[config.mk]
export PLATFORM = sky130hd
export DESIGN_NAME = nr_div_seq
export DESIGN_NICKNAME = d
export VERILOG_FILES = /design/src/rtl/nr_div_seq.sv
export SDC_FILE = /design/constraint.sdc
export NUM_CORES = 1
export LEC_CHECK = 0
export CAP_MARGIN = 20
export CORE_ASPECT_RATIO = 1.75
export CORE_MARGIN = 2
export CORE_UTILIZATION = 50
export CTS_CLUSTER_DIAMETER = 120
export CTS_CLUSTER_SIZE = 40
export DETAILED_ROUTE_END_ITERATION = 8
export PLACE_DENSITY = 0.72
export RECOVER_POWER = 25
export SETUP_SLACK_MARGIN = 0.1
export SYNTH_ARGS = -nofsm -noshare
export SYNTH_HDL_FRONTEND = slang
export SYNTH_SLANG_ARGS = --single-unit
[constraint.sdc]
create_clock -name clk -period 3.1 [get_ports clk]
set_input_delay 0.93 -clock clk [delete_from_list [all_inputs] [get_ports clk]]
set_output_delay 0.93 -clock clk [all_outputs]
set_load 0.01 [all_outputs]
[src/rtl/nr_div_seq.sv]
// nr_div_seq: sequential non-restoring unsigned divider, one quotient bit per clock plus a final remainder fix.
module nr_div_seq #(
    parameter int WIDTH = 8,
    parameter int CNT_W = 4
) (
    input  logic             clk,
    input  logic             rst,
    input  logic             start,
    input  logic [WIDTH-1:0] dividend,
    input  logic [WIDTH-1:0] divisor,
    output logic             busy,
    output logic             done,
    output logic [WIDTH-1:0] quotient,
    output logic [WIDTH-1:0] remainder,
    output logic             div_by_zero
);
    typedef enum logic [1:0] {IDLE, RUN, FIX} state_t;
    state_t           r_state;
    logic [WIDTH:0]   r_a;
    logic [WIDTH-1:0] r_q;
    logic [WIDTH-1:0] r_m;
    logic [CNT_W-1:0] r_cnt;
    logic [WIDTH:0]   w_m_ext;
    logic [WIDTH:0]   w_shift;
    logic [WIDTH:0]   w_a_new;
    logic [WIDTH:0]   w_a_fix;
    assign w_m_ext = {1'b0, r_m};
    assign w_shift = {r_a[WIDTH-1:0], r_q[WIDTH-1]};
    // The sign of the pre-shift partial remainder alone picks add or subtract.
    assign w_a_new = r_a[WIDTH] ? w_shift + w_m_ext : w_shift - w_m_ext;
    assign w_a_fix = r_a[WIDTH] ? r_a + w_m_ext : r_a;
    always_ff @(posedge clk or posedge rst) begin
        if (rst) begin
            r_state     <= IDLE;
            r_a         <= '0;
            r_q         <= '0;
            r_m         <= '0;
            r_cnt       <= '0;
            busy        <= 1'b0;
            done        <= 1'b0;
            quotient    <= '0;
            remainder   <= '0;
            div_by_zero <= 1'b0;
        end else begin
            done <= 1'b0;
            case (r_state)
                IDLE: begin
                    if (start && divisor != '0) begin
                        r_a         <= '0;
                        r_q         <= dividend;
                        r_m         <= divisor;
                        r_cnt       <= '0;
                        div_by_zero <= 1'b0;
                        busy        <= 1'b1;
                        r_state     <= RUN;
                    end else if (start) begin
                        quotient    <= '1;
                        remainder   <= dividend;
                        div_by_zero <= 1'b1;
                        done        <= 1'b1;
                    end
                end
                RUN: begin
                    r_a   <= w_a_new;
                    r_q   <= {r_q[WIDTH-2:0], ~w_a_new[WIDTH]};
                    r_cnt <= r_cnt + 1'b1;
                    if (r_cnt == CNT_W'(WIDTH - 1))
                        r_state <= FIX;
                end
                FIX: begin
                    r_a       <= w_a_fix;
                    quotient  <= r_q;
                    remainder <= w_a_fix[WIDTH-1:0];
                    done      <= 1'b1;
                    busy      <= 1'b0;
                    r_state   <= IDLE;
                end
                default: r_state <= IDLE;
            endcase
        end
    end
endmodule

==> results of run 1 <==
routing by layer:
layer	part of all wire, %	routed length [um]	vias to the layer above
li1	-	-	1306
met1	39	2930	1275
met2	55	4110	86
met3	3.3	246	28
met4	3.3	251	0
met5	0	0	-
registers in the layout, summed over array words and instances, names as in the netlist:
name / flops
r_m: 8
div_by_zero: 1
busy: 1
done: 1
remainder: 8
r_q: 8
r_state: 2
quotient: 8
r_a: 9
r_cnt: 4
Yosys cell counts, types with 2 or more instances:
cell type / instances
a211o_1: 3
a211oi_1: 7
a21o_1: 9
a21oi_1: 22
a31oi_1: 13
a32oi_1: 2
and3_1: 3
buf_2: 9
clkbuf_1: 2
dfrtp_1: 50
fa_1: 2
ha_1: 23
inv_1: 24
mux2_2: 12
mux2i_1: 9
nand2_1: 32
nand2b_1: 2
nand3_1: 5
nand3b_1: 5
nand4b_1: 2
nor2_1: 31
nor2b_1: 2
nor3_1: 3
nor4_2: 2
o211ai_1: 3
o21ai_0: 16
o21ai_1: 2
o21ai_2: 8
o22ai_1: 2
o31ai_1: 2
or3_1: 4
xnor2_1: 7
xor2_1: 12
worst min-delay path by stage:
stage,endpoint,cells after the start
after floorplan,r_cnt[1],2
after global placement,div_by_zero,2
after detailed placement,remainder[3],1
after CTS,remainder[3],1
after global routing,remainder[3],1
final,remainder[3],1
stage by stage:
stage / power [mW] / hold WS, ps / util [%] / worst slack, ps / cells
final: 4.11 / 507 / 59.9 / 439 / 467
after global routing: 4.44 / 535 / 59.9 / 319 / 467
after CTS: 4.13 / 517 / 60.0 / 447 / 467
after detailed placement: 3.56 / 502 / 57.6 / 231 / 459
after global placement: 3.48 / 477 / 57.6 / 288 / 459
after floorplan: 2.91 / 470 / - / 481 / 350
worst reg2reg max path, cell delays in order (launching register included):
cell and delay, ps:
dfrtp_1 420, inv_1 110, ha_1 240, a21oi_1 220, xor2_1 180, ha_1 300, and3_1 190, a221o_1 340
o21ai_0 220, xnor2_1 150, nand3_1 90, o211ai_1 100
logic make-up after synthesis:
family,count (synthesis)
multiplexers,21
buffers and inverters,41
flip-flops,50
AND/OR/NAND/NOR,95
XOR/XNOR,19
AO/OA/AOI/OAI,99
adder cells (fa/ha/maj),25
area by class of cell:
type	instances	area (um2)	share of cell area [%]
sequential	50	1250	32.4
multi-input combinational	259	1840	47.6
clock buffer	6	139	3.60
tap	82	103	2.66
clock inverter	2	12.5	0.324
timing repair buffer	43	425	11.0
inverter	25	93.8	2.43
report_power, final:
| group | switching (mW) | internal, mW |
|---|---|---|
| sequential | 0.272 | 0.922 |
| combinational | 1.28 | 1.08 |
| clock | 0.240 | 0.320 |
| total | 1.79 | 2.32 |
==> impl_results.md, run 1 <==
* Pre-Repair DR Iteration Count at 4
* Post-synthesis cell type count at 53
* Met3 Usage GRT at 2.74%
* Critical Path Start: r_m[1]
* Fraction of layout cells with a size suffix above 1 at 10.9%
* Family with the most delay on the worst path: compound AO/OA/AOI/OAI gates
* Min-delay worst type: reg2reg
* CP bufs+invs at 1
* Die height at 111 um
* CTS root buf: clkbuf_16
* Adder-Cell Fraction of Synth Area at 9.98%
* Synth Area in Compound Gates at 20.0%
* Critical Path RT at 3300 ps
* CP Launch Type: flip-flop
* Top-area cell type share of the netlist area at 38.1%
* Netlist Area Pre-Place at 3280 um2
* Mean Syn Cell Area at 9.38 um2
* Post-Synth Simple-Gate Area at 13.8%
* Initial antenna violation count at 0
* CP Capture Type: flip-flop
* Max IR drop VDD at 473 uV
* Most used routing layer: met2
* Number of CTS-inserted buffers at 5
* Via density at 5.77
* Vias at 2695
* Critical path depth at 11
* Crit Path Class: reg2reg
* Measured slew at the worst slew-check pin at 1230 ps
* Max Fclk at 0.376 GHz
* Layout overhead on the synthesized area at 17.6%
* Placeable Area at 6440 um2
* Power Dens Cells at 1060 nW/um2
* Final Hold Vio Count at 0
* Xor/xnor share of the synthesized area at 5.07%
* CTS tree: built
* Area contributors post-synth: dfrtp_1 38%, ha_1 8.8%, mux2_2 4.1%
* Drc violations at 0
* Layout Skew at 3.13 ps
* Syn Nets at 394
* Final setup fails at 0
* Die Wd at 65.3 um
* Worst setup path endpoint: r_a[7]
* Final nets at 428
* Commonest cells after routing, fill and taps aside: 50 x dfrtp_1, 36 x clkdlybuf4s50_1, 32 x nand2_1
* LEAKAGE at 1.71 nW
* RSZ-0062 raised after global routing: no
* Source of the worst register-to-register timing path: r_m[1]
* Met2 Usage GRT at 39.0%
* Mux share of post-synthesis cell area at 6.86%
* Post-synth EDFFs at 0
* Register area share after synthesis at 38.1%
* Post-DP HPWL at 5.81 mm
* Mapped Cells at 350
* Num ports at 38
* Num rows at 39
* Tot GR Track Use at 22.2%
* Post_cts resized at 0
* Max FO, Critical Path at 5
* Placer Congestion at 0.905
* Largest family of logic cells by synthesized area: compound AO/OA/AOI/OAI gates
* # Post-CTS Setup Buffers at 0
* PortBufs at 37
* Largest net degree at the start of global routing at 51
* Most used DFF post-synth: dfrtp_1
* Final instance area at 3860 um2
* Largest area contributor in the netlist: dfrtp_1
* Worst-path clk slew at 70 ps
* Post-route clock period utilization at 85.8%
* Most common cell after layout, fill and taps aside: dfrtp_1
* Post-synthesis register bit count at 50
* First-pass GRT wire length at 12.7 mm
* Slew margin rel. at 18.0%
* Ys Warns at 0
* Critical path arrival at 2860 ps
* Min cycle time layout at 2660 ps
* Top cell by count, worst path: ha_1
* Post-route ant nets at 0
* Fill count at 557
* Grt met1 use at 25.7%
* Inserted Diodes at 0
* Clock Latency Late Sink at 290 ps
* R2r worst-path depth at 11
* Overflow after GRT at 0
* Status: complete, no violations
* Critical path, cell by cell: inv_1 -> ha_1 -> a21oi_1 -> xor2_1 -> ha_1 -> and3_1 -> a221o_1 -> o21ai_0 -> xnor2_1 -> nand3_1 -> o211ai_1
* Die area at 7260 um2
* Flop2flop setup slack at 440 ps
* Worst path max stage delay at 420 ps
* Clk buf depth at 2
* Setup TNS at 0 ps
* Critical path's slowest cell: dfrtp_1
* Clock Sinks at 50
* R2R Path End: r_a[7]
* Slew Limit Fails at 0
* Vias in the first global route at 2739
* WL per Instance at 16.1 um
* 1st-iter DRT viols at 239
* Routed WL at 7.54 mm
* Post-CTS Hold Buffers at 0
* Synth async-reset ratio at 100%
* H-tree levels at 2
* Starting density of the core at 51.0%
* Max Cap Violations at 0
* Area after DPL at 3710 um2
* Hold path start: remainder[3]
No activity file was read; power rests on OpenSTA's default activity.
==> run 2, diff against run 1 <==
==> constraint.sdc (replaced) <==
create_clock -name clk -period 3.1 [get_ports clk]
set_input_delay 0.465 -clock clk [delete_from_list [all_inputs] [get_ports clk]]
set_output_delay 0.465 -clock clk [all_outputs]
set_load 0.01 [all_outputs]
==> impl_results.md, run 2 (synthesis results as in run 1) <==
* Vias at 2617 (was 2695)
* Setup TNS at 0 ps (unchanged)
* # Post-CTS Setup Buffers at 0 (unchanged)
* Critical path, cell by cell: inv_1 -> ha_1 -> mux2_2 -> inv_1 -> fa_1 -> nand3b_1 -> a21oi_1 -> o21ai_1 -> xnor2_1 -> a211oi_1 -> a21o_1 (was inv_1 -> ha_1 -> a21oi_1 -> xor2_1 -> ha_1 -> and3_1 -> a221o_1 -> o21ai_0 -> xnor2_1 -> nand3_1 -> o211ai_1)
* Total power at 4.05 mW (was 4.11 mW)
* Power Dens Cells at 1050 nW/um2 (was 1060 nW/um2)
* Starting density of the core at 51.0% (unchanged)
* Placer Congestion at 0.872 (was 0.905)
* Worst-path clk slew at 70 ps (about the same)
* CTS root buf: clkbuf_16 (unchanged)
* Slew margin rel. at 42.5% (was 18.0%)
* Die area at 7260 um2 (unchanged)
* Placeable Area at 6440 um2 (unchanged)
* Sw Pwr at 1.75 mW (was 1.79 mW)
* Setup ws final at 444 ps (was 439 ps)
* CP Launch Type: flip-flop (unchanged)
* LEAKAGE at 1.71 nW (about the same)
* Min-delay worst type: reg2reg (unchanged)
* Worst path max stage delay at 430 ps (was 420 ps)
* WL per Instance at 15.6 um (was 16.1 um)
* Crit Path Class: reg2reg (unchanged)
* Num rows at 39 (unchanged)
* Hold slack at 487 ps (was 507 ps)
* Overflow after GRT at 0 (unchanged)
* Number of CTS-inserted buffers at 5 (unchanged)
* Min cycle time layout at 2660 ps (about the same)
* H-tree levels at 2 (unchanged)
* Clock Latency Late Sink at 290 ps (about the same)
* Post-route ant nets at 0 (unchanged)
* Pre-Repair DR Iteration Count at 4 (unchanged)
* Initial antenna violation count at 0 (unchanged)
* Status: complete, no violations (unchanged)
* Top cell by count, worst path: inv_1 (was ha_1)
* Final nets at 428 (unchanged)
* Sequential share of power at 29.3% (was 29.0%)
* Max FFs per register at 9 (unchanged)
* Drc violations at 0 (unchanged)
* Tot GR Track Use at 21.6% (was 22.2%)
* Final setup fails at 0 (unchanged)
* Fraction of layout cells with a size suffix above 1 at 10.6% (was 10.9%)
* Clock power frac at 13.7% (was 13.6%)
* Routed WL at 7.30 mm (was 7.54 mm)
* Post-DP HPWL at 5.67 mm (was 5.81 mm)
* CP bufs+invs at 2 (was 1)
* PortBufs at 37 (unchanged)
* Max IR drop VDD at 458 uV (was 473 uV)
* Post-CTS Hold Buffers at 0 (unchanged)
* Clock Sinks at 50 (unchanged)
* Critical path's slowest cell: dfrtp_1 (unchanged)
* Slew Limit Fails at 0 (unchanged)
* First-pass GRT wire length at 12.2 mm (was 12.7 mm)
* Commonest cells after routing, fill and taps aside: 50 x dfrtp_1, 36 x clkdlybuf4s50_1, 32 x nand2_1 (unchanged)
* Clk buf depth at 2 (unchanged)
* Most flops, register: r_a (unchanged)
* Comb power frac at 57.0% (was 57.3%)
* Num ports at 38 (unchanged)
* Sw frac at 43.3% (was 43.6%)
* Final Hold Vio Count at 0 (unchanged)
* Post-route clock period utilization at 85.7% (was 85.8%)
* Post_cts resized at 0 (unchanged)
* Most common cell after layout, fill and taps aside: dfrtp_1 (unchanged)
* Max Cap Violations at 0 (unchanged)
* Critical path arrival at 2840 ps (was 2860 ps)
* Via density at 5.60 (was 5.77)
* Internal power at 2.30 mW (was 2.32 mW)
* RSZ-0062 raised after global routing: no (unchanged)
* Inserted Diodes at 0 (unchanged)
* Die Wd at 65.3 um (unchanged)
* Family with the most delay on the worst path: adder cells (was compound AO/OA/AOI/OAI gates)
* Max Fclk at 0.377 GHz (was 0.376 GHz)
* Die height at 111 um (unchanged)
* Measured slew at the worst slew-check pin at 861 ps (was 1230 ps)
* CTS tree: built (unchanged)
* CP Capture Type: flip-flop (unchanged)
* Vias in the first global route at 2662 (was 2739)
* Max FO, Critical Path at 5 (unchanged)
* 1st-iter DRT viols at 187 (was 239)
* Critical Path RT at 3290 ps (was 3300 ps)
* Layout overhead on the synthesized area at 17.2% (was 17.6%)
* Largest net degree at the start of global routing at 31 (was 51)
* Layout Skew at 5.41 ps (was 3.13 ps)
* Pre-CTS setup slack at 432 ps (was 231 ps)
## run 2: cell types whose count changed in the layout (fill, tap and decap cells not counted), sizes merged
cell	change
clkinv	-1
inv	+1
## run 2: routing by layer
metal	vias to the layer above	track usage, %	routed length, um	share of wire [%]
met5	-	0	0	0
met4	0	12.2	271	3.7
met3	20	3.05	212	2.9
met2	59	38.6	4010	55
met1	1234	23.6	2800	38
li1	1304	-	-	-
## run 2: final timing paths
check,endpoint,from,slack (ps),depth (start not counted)
max reg2reg,r_q[0],r_m[0],440,11
min in group asynchronous,r_cnt[0],rst,790,2
min reg2reg,div_by_zero,div_by_zero,490,2
max,r_q[0],r_m[0],440,11
max in group asynchronous,remainder[5],rst,1160,3
min,div_by_zero,div_by_zero,490,2
## run 2: tightest hold or removal path: stages, from the launching register on
cell	delay [ps]
dfrtp_1	350
nand2_1	50
o21ai_0	60
## run 2: cell type report
cell class	instances	area, um2
clock buffer	6	139
timing repair buffer	43	412
fill	587	2590
inverter	25	93.8
clock inverter	2	12.5
multi-input combinational	259	1840
sequential	50	1250
tap	82	103
## run 2: through the flow
| step | utilization [%] | instances | instance area [um2] |
|---|---|---|---|
| 2_1_floorplan | - | 350 | 3280 |
| 3_3_place_gp | 57.4 | 459 | 3700 |
| 3_5_place_dp | 57.4 | 459 | 3700 |
| 4_1_cts | 59.8 | 467 | 3850 |
| 5_1_grt | 59.7 | 467 | 3850 |
| 6_report | 59.7 | 467 | 3850 |
## run 2: power groups by stage
stage          Combinational (mW)  Clock (mW)  Sequential [mW]
4_1_cts                      2.32       0.569             1.19
6_report                     2.31       0.556             1.19
5_1_grt                      2.60       0.585             1.22
3_3_place_gp                 2.26           0             1.19
2_1_floorplan                1.75           0             1.16
3_5_place_dp                 2.31           0             1.20
==> run 3, diff against run 2 <==
--- a/config.mk
+++ b/config.mk
@@ -7,3 +7,3 @@
 export LEC_CHECK = 0
-export CAP_MARGIN = 20
+export CAP_MARGIN = 30
 export CORE_ASPECT_RATIO = 1.75
--- a/constraint.sdc
+++ b/constraint.sdc
@@ -3,2 +3,2 @@
 set_output_delay 0.465 -clock clk [all_outputs]
-set_load 0.01 [all_outputs]
+set_load 0.1 [all_outputs]
==> impl_results.md, run 3 (synthesis results as in run 1) <==
* Status: complete, no violations (unchanged)
* Vias at 2689 (was 2617)
* Via density at 5.77 (was 5.60)
* Flop2flop setup slack at 460 ps (was 440 ps)
* Die height at 111 um (unchanged)
* RSZ-0062 raised after global routing: no (unchanged)
* Routed WL at 7.52 mm (was 7.30 mm)
* Post-route clock period utilization at 85.3% (was 85.7%)
* Max FO, Critical Path at 6 (was 5)
* Fill count at 603 (was 587)
* Critical path arrival at 2840 ps (about the same)
* Slew Limit Fails at 0 (unchanged)
* First-pass GRT wire length at 12.6 mm (was 12.2 mm)
* Placeable Area at 6440 um2 (unchanged)
* Largest net degree at the start of global routing at 37 (was 31)
* Setup TNS at 0 ps (unchanged)
* Clock Sinks at 50 (unchanged)
* Clk buf depth at 2 (unchanged)
* CTS root buf: clkbuf_16 (unchanged)
* Post-DP HPWL at 5.72 mm (was 5.67 mm)
* WL per Instance at 16.1 um (was 15.6 um)
* Final Hold Vio Count at 0 (unchanged)
* Post-route ant nets at 0 (unchanged)
* Worst-path clk slew at 60 ps (was 70 ps)
* Pre-Repair DR Iteration Count at 4 (unchanged)
* H-tree levels at 2 (unchanged)
* CTS tree: built (unchanged)
* Most flops, register: r_a (unchanged)
* Vias in the first global route at 2702 (was 2662)
* Clock Latency Late Sink at 290 ps (about the same)
* Layout overhead on the synthesized area at 15.9% (was 17.2%)
* Max Cap Violations at 0 (unchanged)
* PortBufs at 37 (unchanged)
* Tot GR Track Use at 22.0% (was 21.6%)
* Crit Path Class: reg2reg (unchanged)
* Final setup fails at 0 (unchanged)
* Drc violations at 0 (unchanged)
* Num rows at 39 (unchanged)
* Commonest cells after routing, fill and taps aside: 50 x dfrtp_1, 32 x nand2_1, 31 x nor2_1 (was 50 x dfrtp_1, 36 x clkdlybuf4s50_1, 32 x nand2_1)
* Max FFs per register at 9 (unchanged)
* Slew margin rel. at 41.7% (was 42.5%)
* Post-CTS Hold Buffers at 0 (unchanged)
* Die area at 7260 um2 (unchanged)
* CP Launch Type: flip-flop (unchanged)
* Min-delay worst type: reg2reg (unchanged)
* Final nets at 427 (was 428)
* Inserted Diodes at 0 (unchanged)
* Initial antenna violation count at 0 (unchanged)
* # Post-CTS Setup Buffers at 0 (unchanged)
* Max Fclk at 0.378 GHz (was 0.377 GHz)
* Number of CTS-inserted buffers at 5 (unchanged)
* Fraction of layout cells with a size suffix above 1 at 15.1% (was 10.6%)
* Overflow after GRT at 0 (unchanged)
* Starting density of the core at 51.0% (unchanged)
* Placer Congestion at 0.851 (was 0.872)
* Die Wd at 65.3 um (unchanged)
* Post_cts resized at 0 (unchanged)
* Num ports at 38 (unchanged)
* Min cycle time layout at 2640 ps (was 2660 ps)
* Measured slew at the worst slew-check pin at 875 ps (was 861 ps)
* Critical Path RT at 3290 ps (about the same)
* 1st-iter DRT viols at 195 (was 187)
* CP Capture Type: flip-flop (unchanged)
* Layout Skew at 6.93 ps (was 5.41 ps)
* Most common cell after layout, fill and taps aside: dfrtp_1 (unchanged)
[run 3: cell types whose count changed in the layout (fill, tap and decap cells not counted)]
cell	before	now
clkinv_2	1	0
clkbuf_1	1	2
bufinv_16	0	1
clkbuf_2	0	1
clkinvlp_4	1	0
clkdlybuf4s50_1	36	17
clkbuf_8	1	0
buf_4	5	23
[run 3: final timing paths]
| path | depth (start not counted) | endpoint | startpoint |
|---|---|---|---|
| worst min register to register | 2 | div_by_zero | div_by_zero |
| worst min-delay path | 2 | div_by_zero | div_by_zero |
| max in group asynchronous | 3 | remainder[2] | rst |
| worst max register to register | 10 | r_a[8] | r_m[2] |
| worst max-delay path | 10 | r_a[8] | r_m[2] |
| min in group asynchronous | 2 | r_cnt[2] | rst |
[run 3: stage by stage]
step | setup slack [ps] | hold slack (ps) | cells | cell area [um2] | util, %
global route | 211 | 522 | 466 | 3800 | 59.1
finish | 456 | 498 | 466 | 3800 | 59.1
global placement | 482 | 474 | 458 | 3640 | 56.6
detailed placement | 462 | 488 | 458 | 3640 | 56.6
CTS | 435 | 457 | 466 | 3810 | 59.1
floorplan | 481 | 470 | 350 | 3280 | -
[run 3: layer usage]
layer / routed length (um) / track usage (%) / up-vias
met5: 0 / 0 / -
met4: 281 / 10.6 / 0
met3: 192 / 2.44 / 22
met2: 4080 / 39.3 / 66
met1: 2970 / 25.1 / 1302
li1: - / - / 1299
[run 3: final cells by class]
class                   count  area, um2  share of cell area (%)
multi-input cells         259       1840                    48.3
clock inverters             1       30.0                   0.789
well taps                  82        103                    2.70
repair buffers             42        358                    9.40
clock buffers               7        133                    3.49
inverters                  25       93.8                    2.47
flip-flops and latches     50       1250                    32.9
[run 3: worst max-delay path, cell delays in order, from the launching register on]
cell and delay [ps]:
dfrtp_1 460, nor3_1 270, a21oi_1 130, xor2_1 210
ha_1 290, a21o_1 200, or3_1 310, o21ai_1 150
xnor2_1 190, a21oi_1 130, o21ai_0 200
Power of run 3 is not shown: default switching activity piles up to over one toggle a cycle in this logic, so the estimate is an artifact.
